### config.mk
export PLATFORM = sky130hd
export DESIGN_NAME = beta_timer_mmio
export DESIGN_NICKNAME = d
export VERILOG_FILES = /design/src/rtl/beta_pkg.sv /design/src/rtl/beta_tick_gen.sv /design/src/rtl/beta_timer_mmio.sv
export SDC_FILE = /design/constraint.sdc
export NUM_CORES = 1
export LEC_CHECK = 0
export BUFFER_PORTS_ARGS = -buffer_cell sky130_fd_sc_hd__buf_4
export CORE_AREA = 2 2 157 159
export CTS_CLUSTER_DIAMETER = 100
export DETAILED_ROUTE_END_ITERATION = 10
export DIE_AREA = 0 0 159 161
export GPL_ROUTABILITY_DRIVEN = 0
export MAX_ROUTING_LAYER = met4
export SETUP_SLACK_MARGIN = 0.2
export SLEW_MARGIN = 20
export SYNTH_ARGS = -nofsm -noshare
export SYNTH_HDL_FRONTEND = slang
export SYNTH_HIERARCHICAL = 1
export SYNTH_SLANG_ARGS = --single-unit
### constraint.sdc
create_clock -name clk -period 2.6 [get_ports clk]
set_clock_uncertainty 0.05 [all_clocks]
set_input_delay 0.13 -clock clk [delete_from_list [all_inputs] [get_ports clk]]
set_output_delay 0.13 -clock clk [all_outputs]
set_load 0.02 [all_outputs]
### src/rtl/beta_pkg.sv
// Shared constants for the beta memory-mapped peripherals: timer register
// indices (memAddr[4:2]) and bit positions within CTRL and STATUS.
package beta_pkg;

    localparam logic [2:0] TMR_CTRL     = 3'd0;
    localparam logic [2:0] TMR_LOAD     = 3'd1;
    localparam logic [2:0] TMR_COUNT    = 3'd2;
    localparam logic [2:0] TMR_STATUS   = 3'd3;
    localparam logic [2:0] TMR_PRESCALE = 3'd4;

    localparam int unsigned CTRL_EN = 0;
    localparam int unsigned CTRL_IE = 1;
    localparam int unsigned CTRL_AR = 2;

    localparam int unsigned STATUS_PEND = 0;

endpackage

### src/rtl/beta_tick_gen.sv
// Prescaler for the beta timer: one-cycle tick every presc+1 enabled cycles.
// clr restarts the phase so a shrinking prescale can never be overrun.
module beta_tick_gen (
    input  logic        clk,
    input  logic        reset,
    input  logic        en,
    input  logic [31:0] presc,
    input  logic        clr,
    output logic        tick
);

    logic [31:0] pscnt_q;
    logic [31:0] pscnt_d;

    always_comb begin
        tick    = en && (pscnt_q == presc);
        pscnt_d = pscnt_q + 32'd1;
        if (!en || clr || tick) begin
            pscnt_d = '0;
        end
    end

    always_ff @(posedge clk or posedge reset) begin
        if (reset) begin
            pscnt_q <= '0;
        end else begin
            pscnt_q <= pscnt_d;
        end
    end

endmodule

### src/rtl/beta_timer_mmio.sv
// Memory-mapped prescaled down-counter with level interrupt for the beta CPU
// data port. Reads are combinational; writes land on the next rising edge.
module beta_timer_mmio #(
    parameter logic [31:0] BASE_ADDR = 32'hFFFF_0000
) (
    input  logic        clk,
    input  logic        reset,
    input  logic [31:0] memAddr,
    input  logic [31:0] memWriteData,
    input  logic        MemRead,
    input  logic        MemWrite,
    output logic [31:0] memReadData,
    output logic        hit,
    output logic        irq
);
    import beta_pkg::*;

    logic [2:0]  ctrl_q,  ctrl_d;
    logic [31:0] load_q,  load_d;
    logic [31:0] count_q, count_d;
    logic        pend_q,  pend_d;
    logic [31:0] presc_q, presc_d;

    logic [2:0]  idx;
    logic        wr;
    logic        tick;
    logic        expire;
    logic        presc_wr;
    logic        unused_addr_bits;

    assign hit              = (memAddr[31:5] == BASE_ADDR[31:5]);
    assign idx              = memAddr[4:2];
    assign wr               = hit && MemWrite;
    assign presc_wr         = wr && (idx == TMR_PRESCALE);
    assign expire           = tick && (count_q == '0);
    assign irq              = pend_q && ctrl_q[CTRL_IE];
    assign unused_addr_bits = ^memAddr[1:0];

    beta_tick_gen u_tick_gen (
        .clk   (clk),
        .reset (reset),
        .en    (ctrl_q[CTRL_EN]),
        .presc (presc_q),
        .clr   (presc_wr),
        .tick  (tick)
    );

    // Timer events are applied first and bus writes override them, except
    // PEND where a same-edge expiry beats the write-1-clear.
    always_comb begin
        ctrl_d  = ctrl_q;
        load_d  = load_q;
        count_d = count_q;
        pend_d  = pend_q;
        presc_d = presc_q;

        if (tick) begin
            if (count_q != '0) begin
                count_d = count_q - 32'd1;
            end else if (ctrl_q[CTRL_AR]) begin
                count_d = load_q;
            end else begin
                ctrl_d[CTRL_EN] = 1'b0;
            end
        end

        if (wr) begin
            case (idx)
                TMR_CTRL:     ctrl_d  = memWriteData[2:0];
                TMR_LOAD:     load_d  = memWriteData;
                TMR_COUNT:    count_d = memWriteData;
                TMR_STATUS:   if (memWriteData[STATUS_PEND]) pend_d = 1'b0;
                TMR_PRESCALE: presc_d = memWriteData;
                default:      ;
            endcase
        end

        if (expire) begin
            pend_d = 1'b1;
        end
    end

    always_ff @(posedge clk or posedge reset) begin
        if (reset) begin
            ctrl_q  <= '0;
            load_q  <= '0;
            count_q <= '0;
            pend_q  <= 1'b0;
            presc_q <= '0;
        end else begin
            ctrl_q  <= ctrl_d;
            load_q  <= load_d;
            count_q <= count_d;
            pend_q  <= pend_d;
            presc_q <= presc_d;
        end
    end

    always_comb begin
        memReadData = '0;
        if (hit && MemRead) begin
            case (idx)
                TMR_CTRL:     memReadData = {29'd0, ctrl_q};
                TMR_LOAD:     memReadData = load_q;
                TMR_COUNT:    memReadData = count_q;
                TMR_STATUS:   memReadData = {31'd0, pend_q};
                TMR_PRESCALE: memReadData = presc_q;
                default:      memReadData = '0;
            endcase
        end
    end

endmodule

== After elaboration in Yosys (flattened, before gate mapping) ==
Cells that the tools add are included.
Word-level totals
  bits in registers: 132
  latch bits: 0
  RAM bits: 0
  ROM bits: 0
  input bits: 68
  output and inout port bits: 34
  logic and storage cells: 51
  memories kept: 0
Cells by class
  add/sub/neg operators: 2
  multipliers: 0
  divide/modulo/power cells: 0
  $lt $le $gt $ge: 0
  equality and inequality tests: 6
  shift operators: 0
  mux-type cells: 17
  bitwise operators: 0
  reduce and logical (&&, ||, !) cells: 19
Operator list (number)
  32-bit 2-to-1 mux: 7
  32-bit case mux with 5 select lines: 1
  32-bit by 1-bit adder with 32-bit output, second input constant: 1
  32-bit == test: 1
  32-bit logical NOT: 1
  32-bit nonzero test: 1
  32-bit by 1-bit subtractor with 32-bit output, second input constant: 1
  27-bit == test, second input constant: 1
  1-bit 2-to-1 mux: 9
  3-bit by 2-bit == test with 1-bit output, second input constant: 2
  1-bit logical AND: 6
  2-bit AND reduction: 3
  2-bit nonzero test: 3
  3-bit by 1-bit == test with 1-bit output, second input constant: 1
  3-bit == test, second input constant: 1
  3-bit logical NOT: 1
  3-bit AND reduction: 1
  1-bit logical OR: 2
  1-bit logical NOT: 1

== Depth between registers and ports, before layout ==
  word-level depth: 6
  gate-level depth with buffers: 10
  mapped depth without buffers: 9

== Hierarchy ==
Netlist, hierarchy kept.
Modules (own cells, without submodules)
  beta_timer_mmio: instances 1, cells an instance 691, area each 6366.1 sq um, seq. area each 2502.4 sq um
  beta_tick_gen: instances 1, cells an instance 203, area each 1924.3 sq um, seq. area each 800.8 sq um

== Worst setup path before layout ==
No wires, ideal clock.
  path kind: register -> register
  start point: register u_tick_gen.pscnt_q[18]
  end point: register count_q[3]
  library setup time: 68 ps
  arrival: 2430 ps
  data required time: 2482 ps
  setup slack: 52 ps
  stages on the path, launching flop included: 11
  buffers on the path: 2
  clock period less this slack: 2548 ps
  cell sequence: dfrtp_1 -> xnor2_1 -> nand4_1 -> or4_4 -> nor3_1 -> clkbuf_1 -> clkbuf_1 -> nor2_1 -> a311oi_1 -> o311ai_0 -> nand2_1
On the way
  cells in the longest elaborated chain, start to end: 5
RTL lines
  start: declaration: line beta_tick_gen.sv:12  | logic [31:0] pscnt_q;
  start signal: assignment: line beta_tick_gen.sv:27  | pscnt_q <= pscnt_d;
  32-bit == test (*): line beta_tick_gen.sv:16  | tick = en && (pscnt_q == presc);
  1-bit logical AND (*): line beta_tick_gen.sv:16
  net tick: line beta_timer_mmio.sv:26  | logic tick;
  32-bit 2-to-1 mux (*): line beta_timer_mmio.sv:57  | if (tick) begin
  32-bit 2-to-1 mux: line beta_timer_mmio.sv:68  | case (idx)
  32-bit 2-to-1 mux (*): line beta_timer_mmio.sv:67  | if (wr) begin
  net count_d[3]: line beta_timer_mmio.sv:20  | logic [31:0] count_q, count_d;
  end signal: assignment: line beta_timer_mmio.sv:93  | count_q <= count_d;
  end: declaration: line beta_timer_mmio.sv:20
Mark *: on every way through the listed nets, which the timed path passes. The rest lies on a longest branch.
A chain may end at the register's enable or synchronous reset.

== Final worst setup path ==
  start point: register u_tick_gen.pscnt_q[17]
  end point: register count_q[17]
Same word-level chain as after synthesis.

==> flow_summary.json <==
{
  "status": "finished, final reports clean",
  "rows": 57,
  "synthDistinctLibCells": 68,
  "grt_pass1_vias": 8079,
  "yosys_warnings": 6,
  "synth_area_mm2": 0.008290,
  "die_y_um": 161,
  "slowest_stage": "dfrtp_1",
  "grt_overflow": 0,
  "final_hold_viol_count": 0,
  "grt_usage": 0.2358,
  "layout-drive-gt1-share": 0.3665,
  "cts_tree": "yes",
  "ant_nets": 0,
  "synth_cells": 894,
  "drt_wl_total_mm": 29.59,
  "powerDensity_mw_per_mm2": 428.6,
  "final-setup-viol-count": 0,
  "first_iter_violations": 608,
  "rsz0062_at_grt": "yes",
  "ys_seq_area_frac": 0.3984,
  "synth_seq_cells": 132,
  "core_mm2": 0.02396,
  "grt_pass1_wl_mm": 45.66,
  "ff2ff_path_depth": 9,
  "io_pins": 102,
  "cts_root_buf": "clkbuf_16",
  "synth_top_area_cell": "dfrtp_1",
  "final_cells": 1459,
  "diodes": 0,
  "synth_top_cell_area_share": 0.3984,
  "hpwl_mm": 20.89,
  "post_drt_wl_per_cell_um": 20.28,
  "crit_type": "reg -> reg",
  "die-area_mm2": 0.02560,
  "synth_commonest_cells": "dfrtp_1, nor2_1, a21oi_1, nand2_1, xor2_1",
  "dp_cells": 1364,
  "drv_slew": 0,
  "layout_min_cycle_time_ps": 2531,
  "cts_sinks": 132,
  "syn_area_per_cell_um2": 9.273,
  "cts_buffer_depth": 2,
  "synth_area_leaders": "dfrtp_1, nor2_1, mux2_4",
  "tightestPinTransition_ps": 822.8,
  "startpoint_type": "flop",
  "clk_pin_slew_worst_paths_ps": 60,
  "p_sw_frac": 0.2223,
  "layout_worst_path_cycle_share": 0.9734,
  "htreeDepth": 4,
  "drc": 0,
  "p_comb_frac": 0.056,
  "cts_buffers": 17,
  "cpMostUsedCell": "o21ai_0",
  "fmax_ghz": 0.3951,
  "cap_violations": 0,
  "io_buffers": 99,
  "area_growth_pct": 41.04,
  "hold-path-cell-count": 3,
  "hold_class": "in -> reg",
  "peakVddDrop_uv": 368.2,
  "grt_max_degree": 42,
  "yosysMostFrequentCell": "dfrtp_1",
  "crit_path_max_incr_delay_ps": 450,
  "via_per_inst": 5.589,
  "end_kind": "flop",
  "p_leak_nw": 5.239,
  "die_width_um": 159,
  "p_int_mw": 3.898,
  "syn_nets": 965,
  "power_frac_clock": 0.534,
  "final_nets": 1194,
  "clock_latency_ps": 430,
  "ys_async_sr_fraction": 1.000,
  "worst_ep_required_time_ps": 2890,
  "p_sw_mw": 1.114,
  "firstDrtPassIters": 5,
  "synthFlopType": "dfrtp_1",
  "path_cells": "xor2_1 -> nor4_1 -> nand4_1 -> nor3_4 -> buf_4 -> buf_6 -> o21ai_0 -> a311o_1 -> o21ai_0",
  "seqPwrFrac": 0.410,
  "worstPathArrival_ps": 2820,
  "total_power_mw": 5.011,
  "synth-edff-count": 0,
  "start_util": 0.3460,
  "vias": 8154,
  "antenna_found_initial": 0,
  "cp_max_fo": 9,
  "slew_headroom": 0.4503,
  "regToRegSetupSlack_ps": 70
}
[worst max-delay path, delay by kind of cell (launching register included)]
kind            cells  cell delay, ps
flops               1             450
simple gates        3             850
xor+xnor            1             200
compound gates      3             600
buf+inv             2             310
[what timing repair did]
item / 4_1_cts / 5_1_grt
setup endpoints to repair: 65 / 43
setup buffers: 16 / 12
gates cloned: 2 / 1
hold endpoints to repair: 157 / 0
pin swaps: 20 / 23
hold buffers: 33 / 0
resized for setup: 43 / 64
[path summary, 6_finish.rpt]
check / from / to
setup / recovery: u_tick_gen/pscnt_q[17] / count_q[17]
hold / removal: memAddr[2] / pend_q
setup reg to reg: u_tick_gen/pscnt_q[17] / count_q[17]
hold reg to reg: pend_q / pend_q
max in group asynchronous: reset / count_q[6]
min in group asynchronous: reset / u_tick_gen/pscnt_q[4]
[cells by family after synthesis]
kind of cell / synth area share
xor+xnor: 0.06127
simple gates: 0.2291
buf+inv: 0.04573
fa+ha+maj: 0.004528
flops: 0.3984
mux: 0.1155
compound gates: 0.1455
[routing by layer]
layer | global-route usage | up-vias | wire (µm)
met1 | 0.3175 | 4009 | 13040
met5 | - | - | 0
met3 | 0.03364 | 56 | 1924
met2 | 0.3619 | 354 | 13800
li1 | - | 3735 | -
met4 | 0.09008 | 0 | 821
[power groups by stage]
stage               clock [mW]  sequential, mW  combinational (mW)
floorplan                    0            2.09              0.0841
global placement             0            2.09               0.239
detailed placement           0            2.09               0.240
CTS                       2.71            2.05               0.280
global route              2.80            2.05               0.302
finish                    2.68            2.05               0.280
[flip-flops by register name (all words and copies together), names as in the netlist]
name,count
pend_q,1
load_q,32
u_tick_gen/pscnt_q,32
ctrl_q,3
presc_q,32
count_q,32
[placed cells by master, fill, tap and decap left out, types with 5 or more instances in the layout]
cell type      instances
bufinv_16              5
a31oi_1               10
nand3_2                5
o21ai_1               18
nor3_1                22
buf_4                217
nand4_1               28
o31ai_1                7
nor2_1               124
nand3_1               20
xnor2_1               15
nand2_1               47
a22oi_1               31
dlygate4sd3_1         33
clkbuf_16             18
xor2_1                39
or3_1                 10
o21ai_0               21
and3_4                 5
buf_6                 13
mux2_4                30
a21oi_1               46
and3_1                18
dfrtp_1              129
mux2i_1                9
inv_1                 10
a21oi_2                7
o211ai_1               6
mux2_2                37
or4_1                  9
nor4_1                14
and2_1                 6
buf_12                 6
nor4_4                 9
clkinvlp_4             6
[area by class of cell]
type                       instances  area (µm²)
multi-input combinational        686        4986
clock buffer                      18       439.2
clock inverter                    13       206.4
fill                            2236       12270
tap                              324       405.4
timing repair buffer             273        2296
inverter                          13       52.55
sequential                       132        3307
[per-stage QoR]
stage | instance area (µm²) | setup TNS, ps | util | hold WS (ps) | setup slack, ps
after floorplan | 8318 | 0 | - | 185.4 | 201.1
after global placement | 10020 | -471.0 | 0.4182 | 227.2 | -86.30
after detailed placement | 10020 | -682.1 | 0.4182 | 233.9 | -141.0
after CTS | 11340 | 0 | 0.4733 | 28.50 | 123.8
after global routing | 11690 | -21.38 | 0.4879 | 41.12 | -15.50
final | 11690 | 0 | 0.4879 | 41.15 | 69.22
Note: power is estimated with default switching activity, not from simulation.
